[src/rtl/control_path_mc_if.sv]
// control_path_mc_if: bundle of ID-stage inputs, multi-cycle handshake and
// pipeline control outputs for control_path_mc.
//   slave  modport: the control block (consumes ID/handshake, drives controls)
//   master modport: the core/bench side (drives ID/handshake, observes controls)
// Ports carried:
//   id_*_i          decoded ID instruction fields and hazard qualifiers
//   branch_taken_i  ID comparator result
//   mc_done_i       multi-cycle unit result ready
//   *_ctrl_o        per-stage control bundles (zero when the stage is a bubble)
//   wb_rd_we_o/rd_o write-back port control
//   alu_fwd_*_o     EX operand selects (00 regfile, 01 WB, 10 MEM)
//   br_fwd_*_o      MEM result to ID comparator
//   mc_start_o      one-cycle multi-cycle start pulse
//   pc_en_o, if_id_en_o, if_id_flush_o, pc_next_sel_o  front-end control
//   stop_o          sticky halt
//   stall_cnt_o     saturating stall-cycle count
interface control_path_mc_if #(
  parameter int CTRL_W = 16,
  parameter int CNT_W  = 32
);
  logic              id_valid_i;
  logic [CTRL_W-1:0] id_ctrl_i;
  logic [4:0]        id_rs1_i;
  logic [4:0]        id_rs2_i;
  logic [4:0]        id_rd_i;
  logic              id_rs1_use_i;
  logic              id_rs2_use_i;
  logic              id_rd_we_i;
  logic              id_load_i;
  logic              id_branch_i;
  logic              id_mc_i;
  logic              id_stop_i;
  logic              branch_taken_i;
  logic              mc_done_i;

  logic [CTRL_W-1:0] ex_ctrl_o;
  logic [CTRL_W-1:0] mem_ctrl_o;
  logic [CTRL_W-1:0] wb_ctrl_o;
  logic              wb_rd_we_o;
  logic [4:0]        wb_rd_o;
  logic [1:0]        alu_fwd_a_o;
  logic [1:0]        alu_fwd_b_o;
  logic              br_fwd_a_o;
  logic              br_fwd_b_o;
  logic              mc_start_o;
  logic              pc_en_o;
  logic              if_id_en_o;
  logic              if_id_flush_o;
  logic              pc_next_sel_o;
  logic              stop_o;
  logic [CNT_W-1:0]  stall_cnt_o;

  modport slave (
    input  id_valid_i, id_ctrl_i, id_rs1_i, id_rs2_i, id_rd_i,
           id_rs1_use_i, id_rs2_use_i, id_rd_we_i, id_load_i,
           id_branch_i, id_mc_i, id_stop_i, branch_taken_i, mc_done_i,
    output ex_ctrl_o, mem_ctrl_o, wb_ctrl_o, wb_rd_we_o, wb_rd_o,
           alu_fwd_a_o, alu_fwd_b_o, br_fwd_a_o, br_fwd_b_o, mc_start_o,
           pc_en_o, if_id_en_o, if_id_flush_o, pc_next_sel_o, stop_o,
           stall_cnt_o
  );

  modport master (
    output id_valid_i, id_ctrl_i, id_rs1_i, id_rs2_i, id_rd_i,
           id_rs1_use_i, id_rs2_use_i, id_rd_we_i, id_load_i,
           id_branch_i, id_mc_i, id_stop_i, branch_taken_i, mc_done_i,
    input  ex_ctrl_o, mem_ctrl_o, wb_ctrl_o, wb_rd_we_o, wb_rd_o,
           alu_fwd_a_o, alu_fwd_b_o, br_fwd_a_o, br_fwd_b_o, mc_start_o,
           pc_en_o, if_id_en_o, if_id_flush_o, pc_next_sel_o, stop_o,
           stall_cnt_o
  );
endinterface

[src/rtl/control_path_mc.sv]
// control_path_mc: control path of the 5-stage RV32IM_Zbb pipeline.
// Carries an opaque control bundle through ID/EX, EX/MEM and MEM/WB with a
// valid bit per stage, produces ALU/branch forwarding selects, load-use and
// branch-operand stalls, taken-branch flush, a multi-cycle EX handshake that
// freezes the front end, a stop-drain mode and a saturating stall counter.
// Ports:
//   clk    core clock, rising edge
//   rst_n  asynchronous reset, ACTIVE-HIGH despite the name
//   bus    control_path_mc_if.slave (ID inputs, mc handshake, all controls)
module control_path_mc #(
  parameter int CTRL_W = 16,
  parameter int CNT_W  = 32,
  parameter int MC_EN  = 1
) (
  input logic              clk,
  input logic              rst_n,
  control_path_mc_if.slave bus
);

  // state | meaning
  // IDLE  | no multi-cycle op running; a valid mc op in EX pulses start
  // BUSY  | unit running; EX holds its op until mc_done_i
  typedef enum logic {IDLE = 1'b0, BUSY = 1'b1} mc_state_t;

  localparam logic MC_ON = (MC_EN != 0);

  mc_state_t state, state_nxt;

  logic              ex_valid;
  logic [CTRL_W-1:0] ex_ctrl;
  logic [4:0]        ex_rs1, ex_rs2, ex_rd;
  logic              ex_rd_we, ex_load, ex_mc, ex_stop;

  logic              mem_valid;
  logic [CTRL_W-1:0] mem_ctrl;
  logic [4:0]        mem_rd;
  logic              mem_rd_we, mem_load, mem_stop;

  logic              wb_valid;
  logic [CTRL_W-1:0] wb_ctrl;
  logic [4:0]        wb_rd;
  logic              wb_rd_we, wb_stop;

  logic              stop_flag;
  logic [CNT_W-1:0]  stall_cnt;

  logic              ex_mc_op, mc_start, ex_hold;
  logic              ex_hit_id, mem_hit_id;
  logic              load_use, br_stall, hazard, drain;
  logic              front_en, id_take, stop;
  logic [1:0]        fwd_a, fwd_b;
  logic              br_fwd_a, br_fwd_b;

  // A producer stage matches a consumer register when it is a valid writer
  // of a non-zero rd equal to that register.
  function automatic logic wr_hit(input logic v, input logic we,
                                  input logic [4:0] rd, input logic [4:0] rs);
    return v && we && (rd != 5'd0) && (rd == rs);
  endfunction

  // ---------------- multi-cycle FSM ----------------
  assign ex_mc_op = MC_ON && ex_valid && ex_mc;

  always_ff @(posedge clk or posedge rst_n) begin
    if (rst_n) state <= IDLE;
    else       state <= state_nxt;
  end

  always_comb begin
    state_nxt = state;
    case (state)
      IDLE:    if (ex_mc_op) state_nxt = BUSY;
      BUSY:    if (bus.mc_done_i) state_nxt = IDLE;
      default: state_nxt = IDLE;
    endcase
  end

  // mc_done_i only matters in BUSY; in IDLE the start cycle always holds EX.
  always_comb begin
    mc_start = 1'b0;
    ex_hold  = 1'b0;
    case (state)
      IDLE: begin
        mc_start = ex_mc_op;
        ex_hold  = ex_mc_op;
      end
      BUSY:    ex_hold = !bus.mc_done_i;
      default: ;
    endcase
  end

  // ---------------- hazards ----------------
  always_comb begin
    ex_hit_id  = (bus.id_rs1_use_i && wr_hit(ex_valid, 1'b1, ex_rd, bus.id_rs1_i)) ||
                 (bus.id_rs2_use_i && wr_hit(ex_valid, 1'b1, ex_rd, bus.id_rs2_i));
    mem_hit_id = (bus.id_rs1_use_i && wr_hit(mem_valid, 1'b1, mem_rd, bus.id_rs1_i)) ||
                 (bus.id_rs2_use_i && wr_hit(mem_valid, 1'b1, mem_rd, bus.id_rs2_i));
  end

  assign load_use = bus.id_valid_i && ex_load && ex_hit_id;
  // A branch cannot take an EX result or a MEM load result, only a MEM ALU
  // result through the comparator bypass.
  assign br_stall = bus.id_valid_i && bus.id_branch_i &&
                    ((ex_rd_we && ex_hit_id) || (mem_load && mem_hit_id));
  assign hazard   = load_use || br_stall;

  assign stop  = stop_flag || (wb_valid && wb_stop);
  assign drain = stop_flag || (ex_valid && ex_stop) ||
                 (mem_valid && mem_stop) || (wb_valid && wb_stop);

  // Front end runs only out of reset with no freeze, drain or hazard.
  assign front_en = !rst_n && !ex_hold && !drain && !hazard;
  assign id_take  = bus.id_valid_i && !drain && !hazard;

  // ---------------- forwarding ----------------
  always_comb begin
    fwd_a = 2'b00;
    fwd_b = 2'b00;
    if (ex_valid) begin
      if (wr_hit(mem_valid, mem_rd_we, mem_rd, ex_rs1))     fwd_a = 2'b10;
      else if (wr_hit(wb_valid, wb_rd_we, wb_rd, ex_rs1))   fwd_a = 2'b01;
      if (wr_hit(mem_valid, mem_rd_we, mem_rd, ex_rs2))     fwd_b = 2'b10;
      else if (wr_hit(wb_valid, wb_rd_we, wb_rd, ex_rs2))   fwd_b = 2'b01;
    end
  end

  always_comb begin
    br_fwd_a = bus.id_valid_i && bus.id_branch_i && bus.id_rs1_use_i &&
               wr_hit(mem_valid, mem_rd_we && !mem_load, mem_rd, bus.id_rs1_i);
    br_fwd_b = bus.id_valid_i && bus.id_branch_i && bus.id_rs2_use_i &&
               wr_hit(mem_valid, mem_rd_we && !mem_load, mem_rd, bus.id_rs2_i);
  end

  // ---------------- stage registers ----------------
  always_ff @(posedge clk or posedge rst_n) begin
    if (rst_n) begin
      ex_valid  <= 1'b0;
      ex_ctrl   <= '0;
      ex_rs1    <= '0;
      ex_rs2    <= '0;
      ex_rd     <= '0;
      ex_rd_we  <= 1'b0;
      ex_load   <= 1'b0;
      ex_mc     <= 1'b0;
      ex_stop   <= 1'b0;
      mem_valid <= 1'b0;
      mem_ctrl  <= '0;
      mem_rd    <= '0;
      mem_rd_we <= 1'b0;
      mem_load  <= 1'b0;
      mem_stop  <= 1'b0;
      wb_valid  <= 1'b0;
      wb_ctrl   <= '0;
      wb_rd     <= '0;
      wb_rd_we  <= 1'b0;
      wb_stop   <= 1'b0;
      stop_flag <= 1'b0;
      stall_cnt <= '0;
    end else begin
      if (!ex_hold) begin
        if (id_take) begin
          ex_valid <= 1'b1;
          ex_ctrl  <= bus.id_ctrl_i;
          ex_rs1   <= bus.id_rs1_i;
          ex_rs2   <= bus.id_rs2_i;
          ex_rd    <= bus.id_rd_i;
          ex_rd_we <= bus.id_rd_we_i;
          ex_load  <= bus.id_load_i;
          ex_mc    <= bus.id_mc_i && MC_ON;
          ex_stop  <= bus.id_stop_i;
        end else begin
          ex_valid <= 1'b0;
          ex_ctrl  <= '0;
          ex_rs1   <= '0;
          ex_rs2   <= '0;
          ex_rd    <= '0;
          ex_rd_we <= 1'b0;
          ex_load  <= 1'b0;
          ex_mc    <= 1'b0;
          ex_stop  <= 1'b0;
        end
      end

      // While EX holds, MEM takes bubbles so older ops keep draining.
      if (ex_hold) begin
        mem_valid <= 1'b0;
        mem_ctrl  <= '0;
        mem_rd    <= '0;
        mem_rd_we <= 1'b0;
        mem_load  <= 1'b0;
        mem_stop  <= 1'b0;
      end else begin
        mem_valid <= ex_valid;
        mem_ctrl  <= ex_ctrl;
        mem_rd    <= ex_rd;
        mem_rd_we <= ex_rd_we;
        mem_load  <= ex_load;
        mem_stop  <= ex_stop;
      end

      wb_valid <= mem_valid;
      wb_ctrl  <= mem_ctrl;
      wb_rd    <= mem_rd;
      wb_rd_we <= mem_rd_we;
      wb_stop  <= mem_stop;

      if (wb_valid && wb_stop) stop_flag <= 1'b1;

      if (!front_en && !stop && (stall_cnt != {CNT_W{1'b1}}))
        stall_cnt <= stall_cnt + {{(CNT_W-1){1'b0}}, 1'b1};
    end
  end

  // ---------------- outputs ----------------
  assign bus.ex_ctrl_o     = ex_ctrl;
  assign bus.mem_ctrl_o    = mem_ctrl;
  assign bus.wb_ctrl_o     = wb_ctrl;
  assign bus.wb_rd_we_o    = wb_valid && wb_rd_we;
  assign bus.wb_rd_o       = wb_rd;
  assign bus.alu_fwd_a_o   = fwd_a;
  assign bus.alu_fwd_b_o   = fwd_b;
  assign bus.br_fwd_a_o    = br_fwd_a;
  assign bus.br_fwd_b_o    = br_fwd_b;
  assign bus.mc_start_o    = mc_start;
  assign bus.pc_en_o       = front_en;
  assign bus.if_id_en_o    = front_en;
  assign bus.if_id_flush_o = front_en && bus.id_valid_i && bus.id_branch_i && bus.branch_taken_i;
  assign bus.pc_next_sel_o = front_en && bus.id_valid_i && bus.id_branch_i && bus.branch_taken_i;
  assign bus.stop_o        = stop;
  assign bus.stall_cnt_o   = stall_cnt;

endmodule

[src/flat_wrapper.sv]
// flat-port wrapper written by rule: the top's interface ports become plain ports
module control_path_mc_flat 
#(
  parameter int CTRL_W = 16,
  parameter int CNT_W  = 32,
  parameter int MC_EN  = 1
)
  (clk, rst_n, bus_id_valid_i, bus_id_ctrl_i, bus_id_rs1_i, bus_id_rs2_i, bus_id_rd_i, bus_id_rs1_use_i, bus_id_rs2_use_i, bus_id_rd_we_i, bus_id_load_i, bus_id_branch_i, bus_id_mc_i, bus_id_stop_i, bus_branch_taken_i, bus_mc_done_i, bus_ex_ctrl_o, bus_mem_ctrl_o, bus_wb_ctrl_o, bus_wb_rd_we_o, bus_wb_rd_o, bus_alu_fwd_a_o, bus_alu_fwd_b_o, bus_br_fwd_a_o, bus_br_fwd_b_o, bus_mc_start_o, bus_pc_en_o, bus_if_id_en_o, bus_if_id_flush_o, bus_pc_next_sel_o, bus_stop_o, bus_stall_cnt_o);
  control_path_mc_if #(.CTRL_W(CTRL_W), .CNT_W(CNT_W)) bus_i ();
  input logic clk;
  input logic rst_n;
  input wire logic [$bits(bus_i.id_valid_i)-1:0] bus_id_valid_i;
  input wire logic [$bits(bus_i.id_ctrl_i)-1:0] bus_id_ctrl_i;
  input wire logic [$bits(bus_i.id_rs1_i)-1:0] bus_id_rs1_i;
  input wire logic [$bits(bus_i.id_rs2_i)-1:0] bus_id_rs2_i;
  input wire logic [$bits(bus_i.id_rd_i)-1:0] bus_id_rd_i;
  input wire logic [$bits(bus_i.id_rs1_use_i)-1:0] bus_id_rs1_use_i;
  input wire logic [$bits(bus_i.id_rs2_use_i)-1:0] bus_id_rs2_use_i;
  input wire logic [$bits(bus_i.id_rd_we_i)-1:0] bus_id_rd_we_i;
  input wire logic [$bits(bus_i.id_load_i)-1:0] bus_id_load_i;
  input wire logic [$bits(bus_i.id_branch_i)-1:0] bus_id_branch_i;
  input wire logic [$bits(bus_i.id_mc_i)-1:0] bus_id_mc_i;
  input wire logic [$bits(bus_i.id_stop_i)-1:0] bus_id_stop_i;
  input wire logic [$bits(bus_i.branch_taken_i)-1:0] bus_branch_taken_i;
  input wire logic [$bits(bus_i.mc_done_i)-1:0] bus_mc_done_i;
  output wire logic [$bits(bus_i.ex_ctrl_o)-1:0] bus_ex_ctrl_o;
  output wire logic [$bits(bus_i.mem_ctrl_o)-1:0] bus_mem_ctrl_o;
  output wire logic [$bits(bus_i.wb_ctrl_o)-1:0] bus_wb_ctrl_o;
  output wire logic [$bits(bus_i.wb_rd_we_o)-1:0] bus_wb_rd_we_o;
  output wire logic [$bits(bus_i.wb_rd_o)-1:0] bus_wb_rd_o;
  output wire logic [$bits(bus_i.alu_fwd_a_o)-1:0] bus_alu_fwd_a_o;
  output wire logic [$bits(bus_i.alu_fwd_b_o)-1:0] bus_alu_fwd_b_o;
  output wire logic [$bits(bus_i.br_fwd_a_o)-1:0] bus_br_fwd_a_o;
  output wire logic [$bits(bus_i.br_fwd_b_o)-1:0] bus_br_fwd_b_o;
  output wire logic [$bits(bus_i.mc_start_o)-1:0] bus_mc_start_o;
  output wire logic [$bits(bus_i.pc_en_o)-1:0] bus_pc_en_o;
  output wire logic [$bits(bus_i.if_id_en_o)-1:0] bus_if_id_en_o;
  output wire logic [$bits(bus_i.if_id_flush_o)-1:0] bus_if_id_flush_o;
  output wire logic [$bits(bus_i.pc_next_sel_o)-1:0] bus_pc_next_sel_o;
  output wire logic [$bits(bus_i.stop_o)-1:0] bus_stop_o;
  output wire logic [$bits(bus_i.stall_cnt_o)-1:0] bus_stall_cnt_o;
  assign bus_i.id_valid_i = bus_id_valid_i;
  assign bus_i.id_ctrl_i = bus_id_ctrl_i;
  assign bus_i.id_rs1_i = bus_id_rs1_i;
  assign bus_i.id_rs2_i = bus_id_rs2_i;
  assign bus_i.id_rd_i = bus_id_rd_i;
  assign bus_i.id_rs1_use_i = bus_id_rs1_use_i;
  assign bus_i.id_rs2_use_i = bus_id_rs2_use_i;
  assign bus_i.id_rd_we_i = bus_id_rd_we_i;
  assign bus_i.id_load_i = bus_id_load_i;
  assign bus_i.id_branch_i = bus_id_branch_i;
  assign bus_i.id_mc_i = bus_id_mc_i;
  assign bus_i.id_stop_i = bus_id_stop_i;
  assign bus_i.branch_taken_i = bus_branch_taken_i;
  assign bus_i.mc_done_i = bus_mc_done_i;
  assign bus_ex_ctrl_o = bus_i.ex_ctrl_o;
  assign bus_mem_ctrl_o = bus_i.mem_ctrl_o;
  assign bus_wb_ctrl_o = bus_i.wb_ctrl_o;
  assign bus_wb_rd_we_o = bus_i.wb_rd_we_o;
  assign bus_wb_rd_o = bus_i.wb_rd_o;
  assign bus_alu_fwd_a_o = bus_i.alu_fwd_a_o;
  assign bus_alu_fwd_b_o = bus_i.alu_fwd_b_o;
  assign bus_br_fwd_a_o = bus_i.br_fwd_a_o;
  assign bus_br_fwd_b_o = bus_i.br_fwd_b_o;
  assign bus_mc_start_o = bus_i.mc_start_o;
  assign bus_pc_en_o = bus_i.pc_en_o;
  assign bus_if_id_en_o = bus_i.if_id_en_o;
  assign bus_if_id_flush_o = bus_i.if_id_flush_o;
  assign bus_pc_next_sel_o = bus_i.pc_next_sel_o;
  assign bus_stop_o = bus_i.stop_o;
  assign bus_stall_cnt_o = bus_i.stall_cnt_o;
  control_path_mc #(.CTRL_W(CTRL_W), .CNT_W(CNT_W), .MC_EN(MC_EN)) u_core (.clk(clk), .rst_n(rst_n), .bus(bus_i));
endmodule
[config.mk]
export PLATFORM = sky130hd
export DESIGN_NAME = control_path_mc_flat
export DESIGN_NICKNAME = d
export VERILOG_FILES = /design/src/rtl/control_path_mc_if.sv /design/src/rtl/control_path_mc.sv /design/src/flat_wrapper.sv
export SDC_FILE = /design/constraint.sdc
export NUM_CORES = 1
export LEC_CHECK = 0
export BUFFER_PORTS_ARGS = -buffer_cell sky130_fd_sc_hd__buf_2
export CAP_MARGIN = 20
export CORE_MARGIN = 1
export CORE_UTILIZATION = 52
export DETAILED_ROUTE_END_ITERATION = 8
export GPL_ROUTABILITY_DRIVEN = 1
export PLACE_DENSITY = 0.77
export SETUP_SLACK_MARGIN = 0.15
export SLEW_MARGIN = 15
export SYNTH_ARGS = -nofsm -noshare
export SYNTH_HDL_FRONTEND = slang
export SYNTH_SLANG_ARGS = --single-unit
[constraint.sdc]
create_clock -name clk -period 4.6 [get_ports clk]
set_input_delay 0.46 -clock clk [delete_from_list [all_inputs] [get_ports clk]]
set_output_delay 0.46 -clock clk [all_outputs]
set_load 0.03 [all_outputs]
* After elaboration in Yosys (flattened, before gate mapping) *
Index checks and enable logic that the tools add are counted.

word-level totals
  register bits = 119
  bits in latches = 0
  memory bits (writable) = 0
  bits in read-only memories = 0
  input port bits = 43
  output and inout port bits = 98
  word-level logic and storage cells = 126
  memories kept = 0

cells by class
  $add $sub $neg = 1
  multiply operators = 0
  divide/modulo/power cells = 0
  order comparisons = 0
  equal/unequal tests = 9
  shifts and indexed selects = 0
  muxes and demuxes = 26
  bitwise operators = 1
  reductions and logical operators = 66

operators by type and width
  kind                   number
  $logic_and 1x1->1      47
  $eq 5x5->1             8
  $add 32x1->32 const B  1
  $mux 16                2
  $ne 32x32->1 const B   1
  $mux 5                 4
  $reduce_bool 5->1      3
  $mux 1                 14
  $logic_not 1->1        8
  $logic_or 1x1->1       8
  $mux 2                 4
  $pmux 1 s2             2
  $not 1->1              1

* Depth between registers and ports, before layout *
Gate-level depths: netlist of the first run.

  word-level depth = 14
  depth in mapped cells = 10
  mapped depth without buffers = 8

* Worst setup path before layout of the first run *
OpenSTA, ideal clock, no wires.

  path type = reg2out
  start = register u_core.mem_rd[1]
  end = output port bus_pc_next_sel_o
  arrival time = 2607 ps
  data required time = 4140 ps
  slack = 1533 ps
  cell stages (with the launch flop) = 10
  buffers on the path = 3
  cells stage by stage = dfrtp_1 > buf_6 > or4_1 > o21a_1 > nand4_1 > a21oi_2 > or3b_4 > buf_4 > nor2_1 > buf_4

between the ends
  word-level cells in the longest chain between the ends = 14
  elaborated cells between the ends (all ways) = 18

ends and longest elaborated chain
  item                                  RTL line                                      text
  start, declared                       control_path_mc.sv:36                         logic [4:0] mem_rd;
  start signal, assigned                control_path_mc.sv:195                        mem_rd <= ex_rd;
  $reduce_bool 5->1                     control_path_mc.sv:58                         return v && we && (rd != 5'd0) && (rd == rs);
  $logic_and 1x1->1 (2 in series)       control_path_mc.sv:58
  $logic_and 1x1->1 (on tied branches)  control_path_mc.sv:96, control_path_mc.sv:97
  $logic_or 1x1->1 (*)                  control_path_mc.sv:96                         mem_hit_id = (bus.id_rs1_use_i && wr_hit(mem_valid, 1'b1, mem_rd, bus.id_rs1_i)) ||
  $logic_and 1x1->1 (*)                 control_path_mc.sv:104                        ((ex_rd_we && ex_hit_id) || (mem_load && mem_hit_id));
  $logic_or 1x1->1 (*)                  control_path_mc.sv:104
  $logic_and 1x1->1 (*)                 control_path_mc.sv:103                        assign br_stall = bus.id_valid_i && bus.id_branch_i &&
  $logic_or 1x1->1 (*)                  control_path_mc.sv:105                        assign hazard = load_use || br_stall;
  $logic_not 1->1 (*)                   control_path_mc.sv:112                        assign front_en = !rst_n && !ex_hold && !drain && !hazard;
  $logic_and 1x1->1 (*)                 control_path_mc.sv:112
  $logic_and 1x1->1 (*) (3 in series)   n/a
  end, declared                         flat_wrapper.sv:39                            output wire logic [$bits(bus_i.pc_next_sel_o)-1:0] bus_pc_next_sel_o;

Mark *: on every way between the ends. The rest lies on a longest branch, timed or not.

* Worst setup path in the final report of the first run *
  start = register u_core.wb_valid
  end = output port bus_pc_en_o

between the ends
  word-level cells in the longest chain between the ends = 5

ends and longest elaborated chain
  item                             RTL line                text
  start, declared                  control_path_mc.sv:39   logic wb_valid;
  start signal, assigned           control_path_mc.sv:201  wb_valid <= mem_valid;
  $logic_and 1x1->1                control_path_mc.sv:109  (mem_valid && mem_stop) || (wb_valid && wb_stop);
  $logic_or 1x1->1                 control_path_mc.sv:109
  $logic_not 1->1                  control_path_mc.sv:112
  $logic_and 1x1->1 (2 in series)  control_path_mc.sv:112
  end, declared                    flat_wrapper.sv:36      output wire logic [$bits(bus_i.pc_en_o)-1:0] bus_pc_en_o;

No other way between the ends.

==> impl_summary.log, run 1 <==
INFO  metric synth_compound_gate_area_share = 0.07756
INFO  metric initial_standard_cell_utilization_of_the_core = 0.5404
INFO  metric final_period_minus_worst_setup_slack = approximately 3.6 ns
INFO  metric post_synth.cell_area_avg = 12.12 um2
INFO  metric diodes = 0
INFO  metric yosys.area_share.simple = 0.1686
INFO  metric routed_via_density = 5.466
INFO  metric rsz0062_at_grt = no
INFO  metric cells_after_synthesis = ~410
INFO  metric status = finished clean
INFO  metric setup.worst_path.class = flip-flop to output pin
INFO  metric min_path_type = input pin to asynchronous set/reset pin
INFO  metric clock_tree.buffer_depth = 2
INFO  metric wire_length_per_cell_after_detailed_routing = 16.38 um
INFO  metric cap_violations = 0
INFO  metric core.rowCount = 35
INFO  metric timing.critical_path.slowest_stage_cell = a21oi_2
INFO  metric synth.net_count = 458
INFO  metric worst_setup_path_startpoint = u_core.wb_valid
INFO  metric timing.critical_path.arrival = between 3 and 4 ns
INFO  metric setup.worst_path.end_class = output pin
INFO  metric postCtsSetupBuffers = 0
INFO  metric tightest_slew = between 0.6 and 0.7 ns
INFO  metric routability_cong = roughly 0.84
INFO  metric syn_area = 0.005017 mm2
INFO  metric final.setup.tns = 0 ns
INFO  metric fin_area = between 0.006 and 0.007 mm2
INFO  metric ys_warn_count = 0
INFO  metric internal_power = about 2.3 mW
INFO  metric share_of_the_yosys_chip_area_belonging_to_registers = 0.5935
INFO  metric number_of_vias_in_the_routed_layout = between 3000 and 4000
INFO  metric power_per_cell_area = 543.6 mW/mm2
INFO  metric drt.antenna.violating_nets = 0
INFO  metric cts_num_sinks = approximately 120
INFO  metric area_delta_synth_final = 27.86%
INFO  metric ys.flop_type = dfrtp_1
INFO  metric worstPathCellList = a21oi_2, inv_2, a221oi_1, nand2_1, or3b_4, inv_4, buf_2
INFO  metric synth_top_area_share = 0.5935
INFO  metric comb_power_share = 0.232
INFO  metric io_buffers = 140
INFO  metric die_x = 100.2 um
INFO  metric p_clk_frac = 0.380
INFO  metric synth.top_cells.by_count = dfrtp_1, xor2_1, a22o_1
INFO  metric drive_gt1_frac = 0.3398
INFO  metric critPathMaxStageDelay = slightly below 0.6 ns
INFO  metric synth_enable_flop_cells = 0
INFO  metric nFillCells = slightly above 700
INFO  metric yosys.cell_count.top_type = dfrtp_1
INFO  metric synth-xor-area-share = 0.1239
INFO  metric yosysTopAreaCell = dfrtp_1
INFO  metric floorplan.io_pins = around 140
INFO  metric drt-total-wl = ~11000 um
INFO  metric synth_top_family_by_area = simple AND/OR/NAND/NOR gates
INFO  metric grt_antenna_before_repair = 0
INFO  metric clock_tree_from_tritoncts = done
INFO  metric cts_inserted_buffers = 17
INFO  metric synth_async_sr_flop_share = 1.000
INFO  metric slew-limit-headroom = 0.5357
INFO  metric final_critical_path_share_of_the_clock_period = 0.7891
INFO  metric h-tree-depth = 4
INFO  metric slew_violations = 0
INFO  metric detail_route.drc_violations = 0
INFO  metric yosysUniqueCellTypes = slightly above 40
INFO  metric seq_area = 0.002978 mm2
INFO  metric grt_start_max_net_pins = 53
INFO  metric dieArea = between 0.01 and 0.015 mm2
INFO  metric hold_fix_buffer_count_after_cts = 0
INFO  metric cts.reportedPaths.clkPinSlew = about 0.06 ns
INFO  metric ir_worst_vdd = approximately 0.33 mV
INFO  metric net_count_final = 600
INFO  metric p_sw = about 1.2 mW
INFO  metric postCtsResizedCells = 0
INFO  metric die_h = 100.2 um
INFO  metric setup_viol_count_final = 0
INFO  metric grt_pass1_wl = between 15000 and 20000 um
INFO  metric fmaxAchievable = 0.2755 GHz
INFO  metric groute.usage.overall = 0.2439
INFO  metric cp_data_required_time = 4.14 ns
INFO  metric clock_skew = about 0.0092 ns
INFO  metric report.power.total = around 3.5 mW
INFO  metric core_footprint = slightly above 0.009 mm2
INFO  metric cts_root_buffer = clkbuf_8
INFO  metric clock_latency = approximately 0.50 ns
INFO  metric register_bit_total_from_synthesis = around 120
INFO  metric r2r-start = u_core.wb_valid
INFO  metric p_leak = between 3 and 4 nW
INFO  metric vias_in_the_first_global_route = approximately 3800
INFO  metric grt-ovfl-total = 0
INFO  metric dr.first_iter.drc_count = roughly 210
INFO  metric worst-path-max-fanout = 23
INFO  metric startpoint_type = flip-flop
INFO  metric synth_top_cells_by_area = dfrtp_1, xor2_1, a22o_1
INFO  metric firstDrtPassIters = 5
INFO  metric multi_input_area = 0.001891 mm2
INFO  metric power.sequential.fraction = 0.389
INFO  metric placed_area = roughly 0.0058 mm2
INFO  metric finalHoldViolCount = 0
INFO  metric synthAdderAreaFrac = 0.002494
INFO  metric mux_contribution_to_synthesized_area = 0.002244
INFO  metric switching_part_of_the_total_power = 0.3353
INFO  metric detailed_place_hpwl = 7841 um
power groups by stage:
stage | combinational (mW) | clock (mW) | sequential, mW
final | 0.807 | 1.32 | 1.36
after global routing | 0.868 | 1.39 | 1.38
after CTS | 0.814 | 1.35 | 1.35
after detailed placement | 0.807 | 0 | 1.37
after global placement | 0.782 | 0 | 1.36
after floorplan | 0.410 | 0 | 1.53
registers in the layout, indices dropped and copies added (netlist names), 5 cells and up:
register                cells
u_core.ex_rs1               5
u_core.ex_rs2               5
u_core.bus.wb_rd_o          5
u_core.bus.ex_ctrl_o       16
u_core.bus.stall_cnt_o     32
u_core.ex_rd                5
u_core.mem_rd               5
u_core.bus.wb_ctrl_o       16
u_core.bus.mem_ctrl_o      16
critical path, delay by kind of cell (launching register included):
kind,cells,cell delay [ns]
simple gates,2,0.67
flops,1,0.38
compound gates,2,0.86
buf+inv,3,0.76
area by class of cell:
cell class,instances,share of cell area
Multi-Input combinational cell,266,0.2947
Clock buffer,18,0.06671
Inverter,8,0.005461
Sequential cell,119,0.4642
Tap cell,129,0.02516
Timing Repair Buffer,144,0.1170
Clock inverter,13,0.02672
metal layers:
metal,track usage,part of all wire
met5,0,0
met4,0.1126,0.021
met3,0.06685,0.073
met2,0.3688,0.47
met1,0.3299,0.43
worst paths after layout:
| check | end | slack [ns] | depth (start not counted) |
|---|---|---|---|
| max reg2reg | u_core.ex_rd[4] | 1.75 | 7 |
| min in group clk | u_core.ex_rd[2] | 0.17 | 2 |
| max | bus_pc_en_o | 0.97 | 7 |
| min reg2reg | u_core.bus.wb_ctrl_o[13] | 0.37 | 0 |
| max in group asynchronous | u_core.bus.mem_ctrl_o[8] | 3.83 | 3 |
| min | u_core.mem_rd[1] | 0.03 | 2 |
per-stage QoR:
step	setup slack (ns)	utilization	cells	hold slack, ns
after floorplan	0.9825	-	414	0.3487
after CTS	0.9511	0.6910	697	0.02424
after global placement	1.609	0.6235	665	0.3493
after detailed placement	1.483	0.6264	666	0.3531
after global routing	0.7106	0.6910	697	0.05518
final	0.9700	0.6910	697	0.03456
placed cells by master (no fill, tap or decap), types with 2 or more instances in the layout:
| cell type | netlist | final |
|---|---|---|
| nor2_1 | 11 | 11 |
| dfrtp_1 | 119 | 119 |
| nand3_1 | 28 | 28 |
| buf_4 | 3 | 3 |
| inv_4 | 1 | 2 |
| and3_1 | 2 | 2 |
| clkbuf_16 | 0 | 16 |
| and2_1 | 28 | 28 |
| xor2_1 | 37 | 37 |
| bufinv_16 | 0 | 3 |
| nor4_2 | 4 | 4 |
| nor3_1 | 21 | 21 |
| clkinvlp_4 | 0 | 5 |
| inv_2 | 2 | 2 |
| a21oi_1 | 3 | 2 |
| nand4_1 | 16 | 16 |
| or4_1 | 3 | 3 |
| a21oi_2 | 2 | 3 |
| inv_1 | 5 | 4 |
| xnor2_1 | 34 | 34 |
| inv_6 | 0 | 4 |
| nor4_1 | 7 | 7 |
| clkbuf_8 | 0 | 2 |
| buf_2 | 5 | 140 |
| nand2_1 | 17 | 17 |
| a22o_1 | 35 | 35 |
| and4_1 | 2 | 2 |
cell families after synthesis:
| group | after synthesis |
|---|---|
| mux | 1 |
| simple gates | 147 |
| fa+ha+maj | 1 |
| xor+xnor | 71 |
| flops | 119 |
| buf+inv | 29 |
| compound gates | 46 |
Note: power is estimated with default switching activity, not from simulation.
==> run 2, diff against run 1 <==
- ABC_AREA: not set -> 1
- CORE_UTILIZATION: 52 -> 49
- PLACE_DENSITY: 0.77 -> 0.74
- clock period: 4.6 -> 3.23 ns (I/O delays scaled with it)
==> impl_summary.log, run 2 <==
INFO  metric ys.flop_type = dfrtp_1
INFO  metric number_of_vias_in_the_routed_layout = 5092 (+34%)
INFO  metric synth_enable_flop_cells = 0 (unchanged)
INFO  metric ys_warn_count = 0 (unchanged)
INFO  metric tightest_slew = 0.8042 ns (+0.1078 ns)
INFO  metric die_h = 110.9 um (+11%)
INFO  metric cts.reportedPaths.clkPinSlew = 0.05 ns (about the same)
INFO  metric synth_top_cells_by_area = dfrtp_1, nand2_1, xor2_1
INFO  metric use_met2 = 0.4228 (+0.05397)
INFO  metric final.setup.tns = 0 ns (unchanged)
INFO  metric die_x = 110.9 um (+11%)
INFO  metric share_of_the_yosys_chip_area_belonging_to_registers = 0.5125 (-0.08103)
INFO  metric yosysTopAreaCell = dfrtp_1
INFO  metric status = finished clean
INFO  metric critical_path.reg2reg.endpoint = u_core.bus.stall_cnt_o[9]
INFO  metric nFillCells = 998 (+40%)
INFO  metric hp-start = bus_id_mc_i
INFO  metric cp_data_required_time = 2.91 ns (-1.23 ns)
INFO  metric slew-limit-headroom = 0.4639 (-0.07185)
INFO  metric grt_pass1_wl = 25150 um (+35%)
INFO  metric cts_root_buffer = clkbuf_16
INFO  metric diodes = 0 (unchanged)
INFO  metric cells_after_synthesis = 685 (+65%)
INFO  metric grt.busiest_layer = met2
INFO  metric grt_antenna_before_repair = 0 (unchanged)
INFO  metric core_footprint = 0.01147 mm2 (+24%)
INFO  metric post_synth.cell_area_avg = 8.483 um2 (-30%)
INFO  metric grt-ovfl-total = 0 (unchanged)
INFO  metric routability_cong = 0.9364 (+12%)
INFO  metric rsz0062_at_grt = no
INFO  metric min_path_type = input pin to flip-flop
INFO  metric detail_route.drc_violations = 0 (unchanged)
INFO  metric setup_viol_count_final = 0 (unchanged)
INFO  metric power_per_cell_area = 698.8 mW/mm2 (+29%)
INFO  metric drt.antenna.violating_nets = 0 (unchanged)
INFO  metric worst-path-max-fanout = 26 (+13%)
INFO  metric p_leak = 3.891 nW (+24%)
INFO  metric reg2reg_slack = 0.92 ns (-0.83 ns)
INFO  metric setup.worst_path.end_class = output pin
INFO  metric globalRouteMet3Util = 0.07654 (+0.009692)
INFO  metric cts_num_sinks = 119 (unchanged)
INFO  metric net_count_final = 865 (+44%)
INFO  metric hold_fix_buffer_count_after_cts = 0 (unchanged)
INFO  metric dieArea = 0.01230 mm2 (+22%)
INFO  metric synth_async_sr_flop_share = 1.000 (unchanged)
INFO  metric final_critical_path_share_of_the_clock_period = 0.8577
INFO  metric seq_area = 0.002978 mm2 (unchanged)
INFO  metric fmaxAchievable = 0.3609 GHz
INFO  metric groute.usage.overall = 0.2605 (+0.01664)
INFO  metric synth.top_cells.by_count = nand2_1, dfrtp_1, nor2_1
INFO  metric core.rowCount = 39 (+11%)
INFO  metric ir_worst_vdd = 0.6354 mV (+95%)
INFO  metric reg2reg_depth = 11 (+4)
INFO  metric drive_gt1_frac = 0.2434 (-0.09638)
INFO  metric synth.net_count = 729 (+59%)
INFO  metric dr.first_iter.drc_count = 343 (+65%)
INFO  metric timing.critical_path.arrival = 2.45 ns (-0.72 ns)
INFO  metric routed_via_density = 5.212 (-4.7%)
INFO  metric syn_area = 0.005811 mm2 (+16%)
INFO  metric initial_standard_cell_utilization_of_the_core = 0.5067 (-0.03372)
INFO  metric firstDrtPassIters = 4 (-1)
INFO  metric startpoint_type = flip-flop
INFO  metric final_period_minus_worst_setup_slack = approximately 2.8 ns
INFO  metric hold-path-endpoint = u_core.ex_mc
INFO  metric clock_skew = 0.007267 ns (-0.001889 ns)
INFO  metric setup.worst_path.class = flip-flop to output pin
INFO  metric grt_util_met1 = 0.3284 (-0.001519)
INFO  metric clock_tree_from_tritoncts = done
INFO  metric clock_tree.buffer_depth = 2 (unchanged)
INFO  metric yosysUniqueCellTypes = 34 (-17%)
INFO  metric io_buffers = 140 (unchanged)
INFO  metric r2r-start = u_core.bus.stall_cnt_o[0]
INFO  metric layout_commonest_cell = nand2_1
INFO  metric register_bit_total_from_synthesis = 119 (unchanged)
INFO  metric drt-total-wl = 15090 um (+32%)
INFO  metric multi_input_area = 0.002394 mm2 (+27%)
INFO  metric cts_inserted_buffers = 17 (unchanged)
INFO  metric grt_start_max_net_pins = 67 (+26%)
INFO  metric min_delay_path_depth = 3
INFO  metric yosys.cell_count.top_type = nand2_1
INFO  metric synth_top_area_share = 0.5125 (-0.08103)
INFO  metric largest_reg_flops = 32 (unchanged)
INFO  metric slew_violations = 0 (unchanged)
INFO  metric final_cell_mix = nand2_1, buf_2, dfrtp_1
INFO  metric clock_latency = 0.42 ns (-0.08 ns)
INFO  metric finalHoldViolCount = 0 (unchanged)
INFO  metric wire_length_per_cell_after_detailed_routing = 15.44 um (-5.7%)
INFO  metric detailed_place_hpwl = 10650 um (+36%)
INFO  metric fin_area = 0.007159 mm2 (+12%)
INFO  metric floorplan.io_pins = 141 (unchanged)
INFO  metric postCtsResizedCells = 0 (unchanged)
INFO  metric area_delta_synth_final = 23.21%
INFO  metric h-tree-depth = 4 (unchanged)
INFO  metric postCtsSetupBuffers = 0 (unchanged)
INFO  metric cap_violations = 0 (unchanged)
INFO  metric vias_in_the_first_global_route = 5126 (+37%)
INFO  metric placed_area = 0.006570 mm2 (+13%)
-- run 2: cell types whose count changed after synthesis, moves of 28 or more --
cell and change:
nand2_1 +155, inv_1 +62, nor2_1 +60, a22o_1 -35
o21ai_0 +33, and2_1 -28
-- run 2: per-stage QoR --
step | utilization | power (mW) | setup WS (ns) | cells | hold slack, ns
3_5_place_dp | 0.5729 | 3.156 | 0.8645 | 945 | 0.3542
5_1_grt | 0.6243 | 5.249 | 0.2289 | 977 | 0.1436
3_3_place_gp | 0.5729 | 3.134 | 0.8952 | 945 | 0.3546
6_report | 0.6243 | 5.003 | 0.4595 | 977 | 0.1476
2_1_floorplan | - | 2.835 | -0.2509 | 685 | 0.3487
4_1_cts | 0.6243 | 5.033 | 0.4435 | 977 | 0.1397
-- run 2: kinds of logic (layout without fill, tap and decap cells) --
| group | after synthesis | count (layout) | synth area share |
|---|---|---|---|
| buffers and inverters | 101 | 250 | 0.07622 |
| and+or+nand+nor | 365 | 365 | 0.2838 |
| xor gates and xnor gates | 48 | 48 | 0.07235 |
| adders and majority gates | 1 | 1 | 0.002153 |
| DFF | 119 | 119 | 0.5125 |
| AOI/OAI and AO/OA | 51 | 51 | 0.05297 |
-- run 2: power by group --
part | switching (mW) | leakage [nW] | internal, mW
clock network | 0.705 | 0.280 | 1.17
logic | 0.911 | 1.99 | 0.358
registers | 0.172 | 1.63 | 1.69
total | 1.79 | 3.89 | 3.21
-- run 2: worst max-delay path by stage --
stage / startpoint / to / slack, ns / depth (start not counted)
6_report: u_core.mem_rd[2] / bus_pc_next_sel_o / 0.46 / 11
5_1_grt: u_core.mem_rd[3] / bus_if_id_flush_o / 0.23 / 10
4_1_cts: u_core.mem_rd[3] / bus_pc_next_sel_o / 0.44 / 10
3_5_place_dp: bus_id_rs1_i[0] / bus_pc_next_sel_o / 0.86 / 13
3_3_place_gp: bus_id_rs1_i[0] / bus_if_id_flush_o / 0.90 / 13
2_1_floorplan: rst_n / bus_pc_next_sel_o / -0.25 / 6
-- run 2: cell type report --
class | count | share of cell area
clock buffers | 20 | 0.06239
clock inverters | 12 | 0.01992
inverters | 72 | 0.03827
multi-input cells | 465 | 0.3343
flip-flops and latches | 119 | 0.4159
well taps | 143 | 0.02499
repair buffers | 146 | 0.1042
-- run 2: critical path, stage by stage (launching register included) --
cell and delay (ns):
dfrtp_1 0.48, inv_1 0.10, o21ai_1 0.13, nor2_1 0.06, nand3_1 0.10, nand2_1 0.07
nand2_2 0.42, nand4_4 0.19, inv_1 0.13, nand2_1 0.05, nor2_1 0.10, buf_2 0.21
-- run 2: per-layer routing --
layer	vias up	wire (um)
li1	2469	-
met1	2420	6521
met2	182	7296
met3	21	1015
met4	0	251
met5	-	0
